==> config.mk <==
export PLATFORM = sky130hd
export DESIGN_NAME = req_dispatch
export DESIGN_NICKNAME = d
export VERILOG_FILES = /design/src/rtl/req_dispatch.sv
export SDC_FILE = /design/constraint.sdc
export NUM_CORES = 1
export LEC_CHECK = 0
export CAP_MARGIN = 20
export CORE_ASPECT_RATIO = 1.4
export CORE_MARGIN = 2
export CORE_UTILIZATION = 45
export DETAILED_ROUTE_END_ITERATION = 6
export GPL_TIMING_DRIVEN = 0
export PLACE_DENSITY = 0.73
export SYNTH_ARGS = -nofsm -noshare
export SYNTH_HDL_FRONTEND = slang
export SYNTH_SLANG_ARGS = --single-unit
==> constraint.sdc <==
create_clock -name clk -period 1.7 [get_ports clk]
set_clock_uncertainty 0.05 [all_clocks]
set_input_delay 0.34 -clock clk [delete_from_list [all_inputs] [get_ports clk]]
set_output_delay 0.34 -clock clk [all_outputs]
set_load 0.005 [all_outputs]
==> src/rtl/req_dispatch.sv <==
// -----------------------------------------------------------------------------
// req_dispatch
//
// Drains the endpoint requestor-ID FIFO and serves one ID at a time to the
// response/TX engine. Each ID is popped in IDLE, offered on a registered
// valid/ready issue handshake (ISSUE), and then awaited for a completion pulse
// (WAIT) bounded by a TIMEOUT-cycle timer. Failed or timed-out attempts are
// re-issued up to MAX_RETRY times; after that the ID is dropped and reported.
// Only one request is ever outstanding.
//
// Parameters:
//   ID_W      requestor ID width (FIFO entry width)
//   TIMEOUT   WAIT cycles before an attempt is declared failed (>= 2)
//   MAX_RETRY re-issues allowed after the first failed attempt
//
// Ports:
//   clk, n_rst      clock, asynchronous active-low reset
//   enable          permits new pops; only looked at in IDLE
//   fifo_empty      FIFO empty flag
//   fifo_rdata      FIFO head entry (valid while !fifo_empty)
//   fifo_ren        one-cycle pop strobe (combinational, IDLE only)
//   svc_valid       issue request to the response engine
//   svc_id          ID being issued
//   svc_ready       engine accepts the issue
//   svc_done        completion pulse for the outstanding ID
//   svc_err         qualifies svc_done as a failed attempt
//   busy            high whenever not in IDLE
//   drop_pulse      one-cycle pulse when an ID is abandoned
//   drop_id         last abandoned ID, held until the next drop
//
// Optional build macro REQ_DISPATCH_STATS_EN adds:
//   stats_clr       synchronous clear of the statistics counters
//   done_cnt        successful services       (16-bit, saturating)
//   retry_cnt_total re-issues                 (16-bit, saturating)
//   drop_cnt        abandoned IDs             (16-bit, saturating)
// -----------------------------------------------------------------------------
module req_dispatch #(
  parameter int ID_W      = 5,
  parameter int TIMEOUT   = 1024,
  parameter int MAX_RETRY = 2
) (
  input  logic            clk,
  input  logic            n_rst,
  input  logic            enable,
  input  logic            fifo_empty,
  input  logic [ID_W-1:0] fifo_rdata,
  output logic            fifo_ren,
  output logic            svc_valid,
  output logic [ID_W-1:0] svc_id,
  input  logic            svc_ready,
  input  logic            svc_done,
  input  logic            svc_err,
  output logic            busy,
  output logic            drop_pulse,
  output logic [ID_W-1:0] drop_id
`ifdef REQ_DISPATCH_STATS_EN
  ,
  input  logic            stats_clr,
  output logic [15:0]     done_cnt,
  output logic [15:0]     retry_cnt_total,
  output logic [15:0]     drop_cnt
`endif
);

  localparam int TMR_W = $clog2(TIMEOUT + 1);
  localparam int RC_W  = (MAX_RETRY < 1) ? 1 : $clog2(MAX_RETRY + 1);

  localparam logic [TMR_W-1:0] TMR_LAST  = TMR_W'(TIMEOUT - 1);
  localparam logic [TMR_W-1:0] TMR_ONE   = TMR_W'(1);
  localparam logic [TMR_W-1:0] TMR_SAT   = {TMR_W{1'b1}};
  localparam logic [RC_W-1:0]  RC_LIMIT  = RC_W'(MAX_RETRY);
  localparam logic [RC_W-1:0]  RC_ONE    = RC_W'(1);

  typedef enum logic [1:0] {
    S_IDLE  = 2'd0,
    S_ISSUE = 2'd1,
    S_WAIT  = 2'd2
  } state_t;

  state_t            state_q, state_d;
  logic [ID_W-1:0]   id_q, id_d;
  logic [TMR_W-1:0]  timer_q, timer_d;
  logic [RC_W-1:0]   retry_cnt_q, retry_cnt_d;
  logic              svc_valid_q, svc_valid_d;
  logic              drop_pulse_q, drop_pulse_d;
  logic [ID_W-1:0]   drop_id_q, drop_id_d;
  logic              pop;

  // An attempt fails on an error completion, or on timer expiry when no
  // completion arrives in the same cycle (a completion always wins).
  logic att_fail;
  logic can_retry;

  assign att_fail  = (state_q == S_WAIT) &&
                     ((svc_done && svc_err) || (!svc_done && (timer_q == TMR_LAST)));
  assign can_retry = (retry_cnt_q < RC_LIMIT);

  always_comb begin
    state_d      = state_q;
    id_d         = id_q;
    timer_d      = timer_q;
    retry_cnt_d  = retry_cnt_q;
    svc_valid_d  = svc_valid_q;
    drop_pulse_d = 1'b0;
    drop_id_d    = drop_id_q;
    pop          = 1'b0;

    unique case (state_q)
      S_IDLE: begin
        if (enable && !fifo_empty) begin
          pop         = 1'b1;
          id_d        = fifo_rdata;
          retry_cnt_d = '0;
          svc_valid_d = 1'b1;
          state_d     = S_ISSUE;
        end
      end

      S_ISSUE: begin
        if (svc_ready) begin
          svc_valid_d = 1'b0;
          timer_d     = '0;
          state_d     = S_WAIT;
        end
      end

      S_WAIT: begin
        // Timer saturates rather than wrapping.
        if (timer_q != TMR_SAT) begin
          timer_d = timer_q + TMR_ONE;
        end
        if (svc_done && !svc_err) begin
          state_d = S_IDLE;
        end else if (att_fail) begin
          if (can_retry) begin
            retry_cnt_d = retry_cnt_q + RC_ONE;
            svc_valid_d = 1'b1;
            state_d     = S_ISSUE;
          end else begin
            drop_pulse_d = 1'b1;
            drop_id_d    = id_q;
            state_d      = S_IDLE;
          end
        end
      end

      default: begin
        svc_valid_d = 1'b0;
        state_d     = S_IDLE;
      end
    endcase
  end

  always_ff @(posedge clk or negedge n_rst) begin
    if (!n_rst) begin
      state_q      <= S_IDLE;
      id_q         <= '0;
      timer_q      <= '0;
      retry_cnt_q  <= '0;
      svc_valid_q  <= 1'b0;
      drop_pulse_q <= 1'b0;
      drop_id_q    <= '0;
    end else begin
      state_q      <= state_d;
      id_q         <= id_d;
      timer_q      <= timer_d;
      retry_cnt_q  <= retry_cnt_d;
      svc_valid_q  <= svc_valid_d;
      drop_pulse_q <= drop_pulse_d;
      drop_id_q    <= drop_id_d;
    end
  end

  // The pop strobe is combinational from the IDLE state, so it is gated with
  // the reset to keep every output low while reset is held.
  assign fifo_ren   = pop & n_rst;
  assign svc_valid  = svc_valid_q;
  assign svc_id     = id_q;
  assign busy       = (state_q != S_IDLE);
  assign drop_pulse = drop_pulse_q;
  assign drop_id    = drop_id_q;

`ifdef REQ_DISPATCH_STATS_EN
  function automatic logic [15:0] sat_inc(input logic [15:0] v);
    return (v == 16'hFFFF) ? v : (v + 16'd1);
  endfunction

  logic        evt_done;
  logic        evt_retry;
  logic        evt_drop;
  logic [15:0] done_cnt_q, done_cnt_d;
  logic [15:0] retry_tot_q, retry_tot_d;
  logic [15:0] drop_cnt_q, drop_cnt_d;

  assign evt_done  = (state_q == S_WAIT) && svc_done && !svc_err;
  assign evt_retry = att_fail && can_retry;
  assign evt_drop  = att_fail && !can_retry;

  // A clear in the same cycle as an increment leaves the counter at zero.
  always_comb begin
    done_cnt_d  = done_cnt_q;
    retry_tot_d = retry_tot_q;
    drop_cnt_d  = drop_cnt_q;
    if (stats_clr) begin
      done_cnt_d  = '0;
      retry_tot_d = '0;
      drop_cnt_d  = '0;
    end else begin
      if (evt_done)  done_cnt_d  = sat_inc(done_cnt_q);
      if (evt_retry) retry_tot_d = sat_inc(retry_tot_q);
      if (evt_drop)  drop_cnt_d  = sat_inc(drop_cnt_q);
    end
  end

  always_ff @(posedge clk or negedge n_rst) begin
    if (!n_rst) begin
      done_cnt_q  <= '0;
      retry_tot_q <= '0;
      drop_cnt_q  <= '0;
    end else begin
      done_cnt_q  <= done_cnt_d;
      retry_tot_q <= retry_tot_d;
      drop_cnt_q  <= drop_cnt_d;
    end
  end

  assign done_cnt        = done_cnt_q;
  assign retry_cnt_total = retry_tot_q;
  assign drop_cnt        = drop_cnt_q;
`endif

endmodule

* After elaboration in Yosys (flattened, before gate mapping)
Index checks and enable logic that the tools add are counted.
Word-level totals: bits in registers 27, latch bits 0, memory bits (writable) 0, bits in read-only memories 0, input port bits 12, output and inout port bits 14, logic and storage cells 69, memories 0
Cells by class: $add $sub $neg 2, $mul 0, divide/modulo/power cells 0, $lt $le $gt $ge 1, equality and inequality tests 11, shift-type cells 0, mux-type cells 26, bitwise logic cells 3, reductions and logical operators 19
Operators with widths (count):
- $mux 11 | 2
- $pmux 11 s2 | 1
- $mux 2 | 8
- $mux 1 | 12
- $add 11x1->11 const B | 1
- $eq 11x10->1 const B | 1
- $ne 11x11->1 const B | 1
- $ne 2x2->1 const B | 5
- $reduce_and 5->1 | 2
- $pmux 2 s3 | 1
- $reduce_and 3->1 | 2
- $reduce_bool 2->1 | 3
- $logic_and 1x1->1 | 5
- $pmux 2 s2 | 1
- $reduce_and 4->1 | 1
- $logic_not 1->1 | 3
- $ne 3x2->1 const B | 1
- $pmux 1 s3 | 1
- $add 2x1->2 const B | 1
- $eq 2x1->1 const B | 1
- $eq 2x2->1 const B | 1
- $logic_not 2->1 | 1
- $lt 2x2->1 const B | 1
- $ne 2x1->1 const B | 1
- 4 further kinds | 5

* Longest topological paths before layout
Gate-level depths: netlist of the first run.
depth after elaboration 7, depth in mapped cells 5, gate-level depth less buffers 5

* Worst setup path after synthesis of the first run
OpenSTA, ideal clock, no wires.
path type register -> register, start point register timer_q[0], end point register timer_q[7], setup time 0.140 ns, arrival 1.458 ns, required time 1.510 ns, slack 0.053 ns, cell stages (with the launch flop) 6, cells stage by stage dfrtp_1 ha_1 and3_1 and4_1 o311ai_0 o41ai_1
Between the ends: longest elaborated chain between the ends 3
RTL lines:
- start, declared | RTL line 82 | logic [TMR_W-1:0] timer_q, timer_d;
- start signal, assigned | RTL line 166 | timer_q <= timer_d;
- $add 11x1->11 / $ne 11x11->1 (equally long branches) | RTL line 130, 129
- $mux 11 / $ne 2x1->1 (equally long branches)
- $pmux 11 s2 / $reduce_and 3->1 (equally long branches)
Several ways; a longest one is shown, not always the timed one. The select of a mux whose other input is x is not followed. A chain may end at the register's enable or synchronous reset.

* Worst setup path in the final report of the first run
start point register state_q[1], end point output fifo_ren
Between the ends: longest elaborated chain between the ends 3
RTL lines:
- start, declared | RTL line 80 | state_t state_q, state_d;
- start signal, assigned | RTL line 164 | state_q <= state_d;
- $logic_not 2->1 | RTL line 108 | unique case (state_q)
- $mux 1 | RTL line 108
- $and 1x1->1 | RTL line 176 | assign fifo_ren = pop & n_rst;
- end, declared | RTL line 47 | output logic fifo_ren,
No other way between the ends.

==> results of run 1 <==
-- cell usage after synthesis, types with 3 or more instances --
cell type,n
nand3_1,5
mux2i_1,4
and3_1,3
nand2_1,12
nand2b_1,4
a211oi_1,3
dfrtp_1,27
inv_1,3
mux2_2,10
nor2_1,8
-- cell families after synthesis --
group                    after synthesis
XOR/XNOR                               1
flip-flops                            27
multiplexers                          14
AO/OA/AOI/OAI                         20
adder cells (fa/ha/maj)                1
buffers and inverters                  5
AND/OR/NAND/NOR                       51
-- per-layer routing --
| layer | GRT usage | vias up |
|---|---|---|
| met2 | 0.387 | 22 |
| met5 | 0 | - |
| met3 | 0.0218 | 4 |
| met1 | 0.211 | 537 |
| li1 | - | 522 |
| met4 | 0.0729 | 0 |
-- cell type report --
class,count,area (um^2)
Multi-Input combinational cell,87,689
Clock inverter,1,5.00
Buffer,1,5.00
Tap cell,37,46.3
Timing Repair Buffer,37,360
Sequential cell,27,682
Fill cell,249,980
Inverter,3,11.3
Clock buffer,3,41.3
-- cells in the final DEF (no fill, tap or decap), types with 2 or more instances in the layout --
| cell type | n |
|---|---|
| a211oi_1 | 3 |
| and3_1 | 3 |
| and4_2 | 2 |
| buf_4 | 11 |
| clkbuf_8 | 3 |
| clkdlybuf4s50_1 | 21 |
| dfrtp_1 | 22 |
| dfrtp_2 | 5 |
| dlygate4sd2_1 | 2 |
| inv_1 | 3 |
| mux2_2 | 10 |
| mux2i_1 | 4 |
| nand2_1 | 12 |
| nand2b_1 | 3 |
| nand3_1 | 5 |
| nand4_1 | 2 |
| nor2_1 | 7 |
| nor2b_1 | 2 |
| nor3_1 | 2 |
| o21a_1 | 2 |
| o311ai_2 | 2 |
-- worst max-delay path: cells and delay by family, from the launching register on --
family	cells	cell delay, ns
simple gates	3	0.53
flops	1	0.42
buf+inv	1	0.08
-- state kept, by name (all words and copies together), names as in the netlist --
| register | count |
|---|---|
| drop_id | 5 |
| drop_pulse | 1 |
| retry_cnt_q | 2 |
| state_q | 2 |
| svc_id | 5 |
| svc_valid | 1 |
| timer_q | 11 |
-- per-stage QoR --
step                      worst slack [ns]  TNS [ns]
final                               0.0104         0
after global routing               -0.0714    -0.349
after CTS                          -0.0681   -0.0918
after detailed placement            -0.773     -3.10
after global placement               -1.12     -7.16
after floorplan                     0.0528         0
-- worst max path at each step --
stage / slack [ns] / from / cells past startpoint / to
2_1_floorplan: 0.05 / timer_q[0] / 5 / timer_q[7]
3_3_place_gp: -1.12 / n_rst / 3 / fifo_ren
3_5_place_dp: -0.77 / n_rst / 4 / fifo_ren
4_1_cts: -0.07 / state_q[0] / 4 / fifo_ren
5_1_grt: -0.07 / timer_q[0] / 5 / drop_id[1]
6_report: 0.01 / state_q[1] / 4 / fifo_ren
-- what timing repair did --
item | CTS | global route
pin swaps | 3 | 6
gates cloned | 0 | 0
buffers inserted | 7 | 4
endpoints found under the setup margin | 15 | 13
resized for setup | 20 | 9
-- where the power goes --
group / internal (mW) / total [mW] / switching [mW]
Sequential: 0.811 / 0.945 / 0.134
Clock: 0.164 / 0.367 / 0.203
Combinational: 0.510 / 0.862 / 0.351
==> impl_metrics.ini, run 1 <==
[layout]
antenna_cells = 0
fin_cells = 196
postLayoutCoreUtil = 0.653
nNetsFinal = 173
design_area_um2 = 1840
layout-area-overhead-vs-synth_pct = 39.7
drive_above_1_share = 0.308

[clocking]
htreeDepth = 1
cts-root-buf = clkbuf_8
cts_buffers = 3
clock_sinks = 27
ctsHoldBuffers = 0
clk_pin_slew_ns = 0.09
cts_tree = done
clockBufferDepth = 2
clkLatencyLatePin_ns = 0.27

[sta]
final-max-slew-violation-count = 0
worst_pin_slew_ns = 0.673
fmax_mhz = 592
hold_viol = 10
slew_headroom = 0.550
fin_crit_sh = 0.994
setup_viol = 0
rsz0062_at_grt = true
min_period_ns = 1.69
fin_hold_ws_ns = -0.00447

[route]
top_layer_used = met4
first_pass_iters = 4
drt_iter0_drc = 23
routed-via-count = 1085
final_antenna_net_count = 0
dr_wl_met3_um = 99
wl_um = 2980
m1WireLength_um = 1210
route.detailed.drc = 0
avgRoutedWirePerCell_um = 15.2
wl_met2_um = 1630
via_per_inst = 5.54

[critical_path]
crit_required_ns = 1.31
worstSetupPathType = reg -> out
start_kind = flop
r2r_slack_ns = 0.03
crit_fanout = 2
r2r-start = timer_q[0]
crit_chain = or2_4, nor2_4, and2_4, buf_6
cp.arrival_ns = 1.30
max_stage_delay_ns = 0.42
r2r_cells = 5
r2r-end = drop_id[1]
cp-end-kind = primary output
crit_path_top_delay_cell = dfrtp_2

[power_and_ir_drop]
finalPower_mw = 2.17
cellLeakagePower_nw = 0.831
peakVddDrop_mv = 0.896
power_density_nw_per_um2 = 1180

[logic_synthesis]
syn-cell-area_um2 = 1320
synth_top_area_frac = 0.513
ys_types = 44
ys_seq_area_frac = 0.513
yosys.area.top_type = dfrtp_1
synthXorXnorAreaFrac = 0.00665
synth_top_family_by_area = simple AND/OR/NAND/NOR gates
synth-simple-area-share = 0.216
synth_edf_count = 0
synth.area.mux_share = 0.116
ys_seq_elements = 27
ys_top_cells_by_area = dfrtp_1 (51%), mux2_2 (8.5%), nand2_1 (3.4%)
synth_cells = 119
synthArstFlopShare = 1.00
synthAdderAreaFrac = 0.00950
synth_flop_cell = dfrtp_1
avgSynthCellArea_um2 = 11.1
synth-warning-count = 0
synth_compound_area_frac = 0.123
synth_fp_nets = 132

[die]
floorplan.initialDensity = 0.467
ios = 26
fp.dieH_um = 68.0
core_area_um2 = 2820
fp-row-count = 23
die_w_um = 49.7
die_area_um2 = 3380

[run_status]
status = complete, but fails checks
violations = hold timing

[placed_design]
place_congestion = 0.839
portBuffers = 25
place_area_um2 = 1640
place_hpwl_um = 2110
dp_cells = 182

[grt]
grt_pass1_wl_um = 5070
antenna_found_initial = 0
grt_usage = 0.195
grt_overflow_total = 0
grt_max_degree = 19
grt_pass1_vias = 1125

[run]
drv_cap = 0

[worst_hold_path]
hp-class = in -> async
Note: power is estimated with default switching activity, not from simulation.
==> run 2, diff against run 1 <==
--- a/config.mk
+++ b/config.mk
@@ -12,6 +12,8 @@
 export DETAILED_ROUTE_END_ITERATION = 6
 export GPL_TIMING_DRIVEN = 0
 export PLACE_DENSITY = 0.73
+export REMOVE_ABC_BUFFERS = 1
+export SKIP_LAST_GASP = 1
 export SYNTH_ARGS = -nofsm -noshare
 export SYNTH_HDL_FRONTEND = slang
 export SYNTH_SLANG_ARGS = --single-unit
==> impl_metrics.ini, run 2 (synthesized netlist as in run 1, its figures left out) <==
[run_status]
status = complete, but fails checks
violations = setup timing

[layout]
layout-area-overhead-vs-synth_pct = 38.7
largest_register_ffs = 11
nNetsFinal = 171
mostFrequentLayoutCells = dfrtp_1 (24), clkdlybuf4s50_1 (21), nand2_1 (12), mux2_2 (9), buf_4 (9)
antenna_cells = 0
fin_cells = 194
regMostFlops = timer_q
postLayoutCoreUtil = 0.648
drive_above_1_share = 0.255
layout.cells.most_common = dfrtp_1

[power_and_ir_drop]
p_sw_uw = 690
power_density_nw_per_um2 = 1190
swShare = 0.317
combPwrFrac = 0.397
internal_power_mw = 1.49
power.share.clock = 0.167
cellLeakagePower_nw = 0.822
finalPower_mw = 2.18
seqPwrFrac = 0.436
peakVddDrop_mv = 1.06

[placed_design]
place_hpwl_um = 2070
place_congestion = 0.851
portBuffers = 25
dp_cells = 180

[sta]
rsz0062_at_grt = true
fin_crit_sh = 1.01
finalWorstSetupSlack_ns = -0.0189
fmax_mhz = 582
setup_viol = 1
hold_viol = 0
slew_headroom = 0.601
min_period_ns = 1.72
final-max-slew-violation-count = 0
fin_hold_ws_ns = 0.0703
worst_pin_slew_ns = 0.597

[critical_path]
crit_path_top_delay_cell = dfrtp_1
worstSetupPathType = reg -> reg
cp-end-kind = flop
start_kind = flop
max_stage_delay_ns = 0.40
crit_required_ns = 1.81
cp.arrival_ns = 1.83
crit_fanout = 6
crit_chain = ha_4, nand4b_1, o41ai_2, nand3_2, mux2_4

[route]
wl_um = 3050
via_per_inst = 5.69
final_antenna_net_count = 0
drt_iter0_drc = 34
routed-via-count = 1103
avgRoutedWirePerCell_um = 15.7
route.detailed.drc = 0
first_pass_iters = 4

[clocking]
cts_buffers = 3
clockBufferDepth = 2
cts-root-buf = clkbuf_8
cts_tree = done
clock_sinks = 27
htreeDepth = 1
clk_pin_slew_ns = 0.09
clkLatencyLatePin_ns = 0.27

[die]
fp.dieH_um = 68.0
fp-row-count = 23
ios = 26
core_area_um2 = 2820
die_w_um = 49.7
die_area_um2 = 3380
floorplan.initialDensity = 0.467

[grt]
grt_usage = 0.193
grt_pass1_vias = 1162
grt_pass1_wl_um = 4990
antenna_found_initial = 0
grt_max_degree = 21
grt_overflow_total = 0

[run]
drv_cap = 0

[worst_hold_path]
hp-class = in -> async
## run 2: area by class of cell
class | instances | area (um^2)
Clock buffer | 4 | 45.0
Fill cell | 249 | 992
Inverter | 3 | 11.3
Multi-Input combinational cell | 87 | 697
Sequential cell | 27 | 679
Tap cell | 37 | 46.3
Timing Repair Buffer | 36 | 349
## run 2: worst paths after layout
kind | start | end | slack (ns) | cells after the start
worst max register to register | timer_q[0] | drop_id[4] | -0.02 | 5
max in group asynchronous | n_rst | timer_q[4] | 0.68 | 2
min in group clk | drop_id[0] | drop_id[0] | 0.47 | 1
worst min-delay path | n_rst | timer_q[8] | 0.07 | 2
worst max-delay path | timer_q[0] | drop_id[4] | -0.02 | 5
worst min register to register | drop_id[0] | drop_id[0] | 0.47 | 1
## run 2: worst max-delay path: cells and delay by family, from the launching register on
kind,cells,cell delay (ns)
AOI/OAI and AO/OA,1,0.26
adders and majority gates,1,0.17
DFF,1,0.40
muxes,1,0.34
and+or+nand+nor,2,0.38
## run 2: power groups by stage
| stage | registers [mW] | logic, mW | clock network (mW) |
|---|---|---|---|
| after floorplan | 0.956 | 0.332 | 0 |
| after global placement | 0.967 | 0.664 | 0 |
| after detailed placement | 0.981 | 0.684 | 0 |
| after CTS | 0.937 | 0.821 | 0.374 |
| after global routing | 0.964 | 0.932 | 0.391 |
| final | 0.950 | 0.863 | 0.363 |
## run 2: timing repair
item | CTS | global route
gates resized for setup | 16 | 11
setup endpoints to repair | 16 | 12
endpoints found under the hold margin | 8 | 0
pin swaps | 2 | 3
buffers inserted | 6 | 3
hold buffers | 1 | 0
## run 2: stage by stage
stage,worst slack [ns],cell area (um^2),TNS (ns)
after floorplan,0.0527,1310,0
final,-0.0189,1830,-0.0189
after global routing,-0.126,1830,-0.735
after global placement,-1.11,1600,-7.11
after detailed placement,-0.717,1630,-3.37
after CTS,-0.0692,1760,-0.354
## run 2: per-layer routing
metal	GRT usage	vias up	routed length, um
met5	0	-	0
met4	0.0833	0	44
met3	0.0262	5	117
met2	0.375	31	1670
met1	0.207	551	1220
li1	-	516	-
==> run 3, diff against run 2 <==
==> constraint.sdc (replaced) <==
create_clock -name clk -period 1.5 [get_ports clk]
set_clock_uncertainty 0.05 [all_clocks]
set_input_delay 0.3 -clock clk [delete_from_list [all_inputs] [get_ports clk]]
set_output_delay 0.3 -clock clk [all_outputs]
set_load 0.005 [all_outputs]
==> impl_metrics.ini, run 3 (synthesized netlist as in run 1, its figures left out) <==
[run_status]
status = complete, but fails checks
violations = setup timing

[grt]
grt_pass1_vias = 1189
grt.met1_usage = 0.220
busiest_layer = met2
grt_usage = 0.203
antenna_found_initial = 0
grt_pass1_wl_um = 5240
grt.met3_usage = 0.0262
grt_max_degree = 21
use_met2 = 0.397
grt_overflow_total = 0

[route]
wl_um = 3120
avgRoutedWirePerCell_um = 15.8
first_pass_iters = 4
final_antenna_net_count = 0
routed-via-count = 1131
via_per_inst = 5.71
route.detailed.drc = 0
drt_iter0_drc = 39

[critical_path]
setup.worst_path.start = timer_q[0]
crit_fanout = 6
critPathCapture = drop_id[3]
r2r-start = timer_q[0]
r2r_slack_ns = -0.24
start_kind = flop
worstSetupPathType = reg -> reg
cp-end-kind = flop
r2r_cells = 5
cp.arrival_ns = 1.85
crit_required_ns = 1.61
r2r-end = drop_id[3]

[die]
die_w_um = 49.7
core_area_um2 = 2820
fp-row-count = 23
ios = 26
fp.dieH_um = 68.0
floorplan.initialDensity = 0.467
die_area_um2 = 3380

[layout]
mostFrequentLayoutCells = dfrtp_1 (24), nand2_1 (11), clkdlybuf4s50_1 (11), buf_4 (10), mux2_2 (9)
final.fill_count = 228
multi_input_area_um2 = 729
regArea_um2 = 679
layout.cells.most_common = dfrtp_1
drive_above_1_share = 0.335
largest_register_ffs = 11
postLayoutCoreUtil = 0.679
design_area_um2 = 1920
regMostFlops = timer_q
antenna_cells = 0
nNetsFinal = 175
layout-area-overhead-vs-synth_pct = 45.4

[power_and_ir_drop]
swShare = 0.325
peakVddDrop_mv = 1.17
internal_power_mw = 1.69
power.share.clock = 0.163
power_density_nw_per_um2 = 1310
seqPwrFrac = 0.422
finalPower_mw = 2.51
combPwrFrac = 0.415
p_sw_uw = 814
cellLeakagePower_nw = 0.966

[placed_design]
place_congestion = 0.851
place_area_um2 = 1630
portBuffers = 25
place_hpwl_um = 2070

[sta]
hold_viol = 0
rsz0062_at_grt = true
fin_crit_sh = 1.16
fin_hold_ws_ns = 0.0326
final-max-slew-violation-count = 0
worst_pin_slew_ns = 0.662
fmax_mhz = 575
finalWorstSetupSlack_ns = -0.240
setup_viol = 20
slew_headroom = 0.557
min_period_ns = 1.74

[worst_hold_path]
hp-class = in -> async

[clocking]
clkLatencyLatePin_ns = 0.27
clk_pin_slew_ns = 0.09
htreeDepth = 1
cts_tree = done
clockBufferDepth = 2
cts-root-buf = clkbuf_8
cts_buffers = 3
clock_sinks = 27

[run]
drv_cap = 0
-- run 3: cell types whose count changed in the layout (fill, tap and decap cells not counted), moves of 2 or more --
cell	previous run	this run
clkbuf_2	0	2
nor2_1	8	6
dlymetal6s2s_1	0	8
clkdlybuf4s50_1	21	11
buf_6	0	3
-- run 3: power by group through the flow --
stage / Combinational [mW] / Clock [mW] / Sequential [mW]
2_1_floorplan: 0.377 / 0 / 1.08
3_3_place_gp: 0.752 / 0 / 1.10
3_5_place_dp: 0.775 / 0 / 1.11
4_1_cts: 1.03 / 0.424 / 1.05
5_1_grt: 1.13 / 0.445 / 1.08
6_report: 1.04 / 0.409 / 1.06
-- run 3: how the worst min path moves through the flow --
| stage | start | end | cells past startpoint |
|---|---|---|---|
| after floorplan | n_rst | drop_id[0] | 0 |
| after global placement | drop_id[4] | drop_id[4] | 1 |
| after detailed placement | drop_id[0] | drop_id[0] | 1 |
| after CTS | n_rst | timer_q[8] | 2 |
| after global routing | n_rst | timer_q[8] | 2 |
| final | n_rst | timer_q[8] | 2 |
-- run 3: area by class of cell --
| type | count | area share |
|---|---|---|
| Clock buffer | 4 | 0.0235 |
| Inverter | 3 | 0.00588 |
| Multi-Input combinational cell | 87 | 0.381 |
| Sequential cell | 27 | 0.355 |
| Tap cell | 37 | 0.0242 |
| Timing Repair Buffer | 40 | 0.211 |
-- run 3: what timing repair did --
action                                 4_1_cts  5_1_grt
setup buffers                               10        3
pin swaps                                    8        6
endpoints found under the hold margin        8        0
gates resized for setup                     29       23
hold buffers                                 1        0
setup endpoints to repair                   34       31
-- run 3: layer usage --
metal | part of all wire | wire length, um | up-vias
li1 | - | - | 525
met1 | 0.40 | 1230 | 573
met2 | 0.56 | 1740 | 26
met3 | 0.031 | 98 | 7
met4 | 0.017 | 52 | 0
met5 | 0 | 0 | -
-- run 3: stage by stage --
step	std cells	setup slack, ns	setup TNS (ns)
finish	198	-0.240	-3.11
global route	198	-0.357	-5.37
CTS	195	-0.256	-2.34
detailed placement	180	-0.837	-7.47
global placement	179	-1.23	-15.43
floorplan	117	-0.147	-1.08
-- run 3: critical path: stages (launching register included) --
cell and delay [ns]:
dfrtp_1 0.37, ha_2 0.19, nand4b_1 0.17, o41ai_2 0.27
nand3_2 0.22, mux2_4 0.35
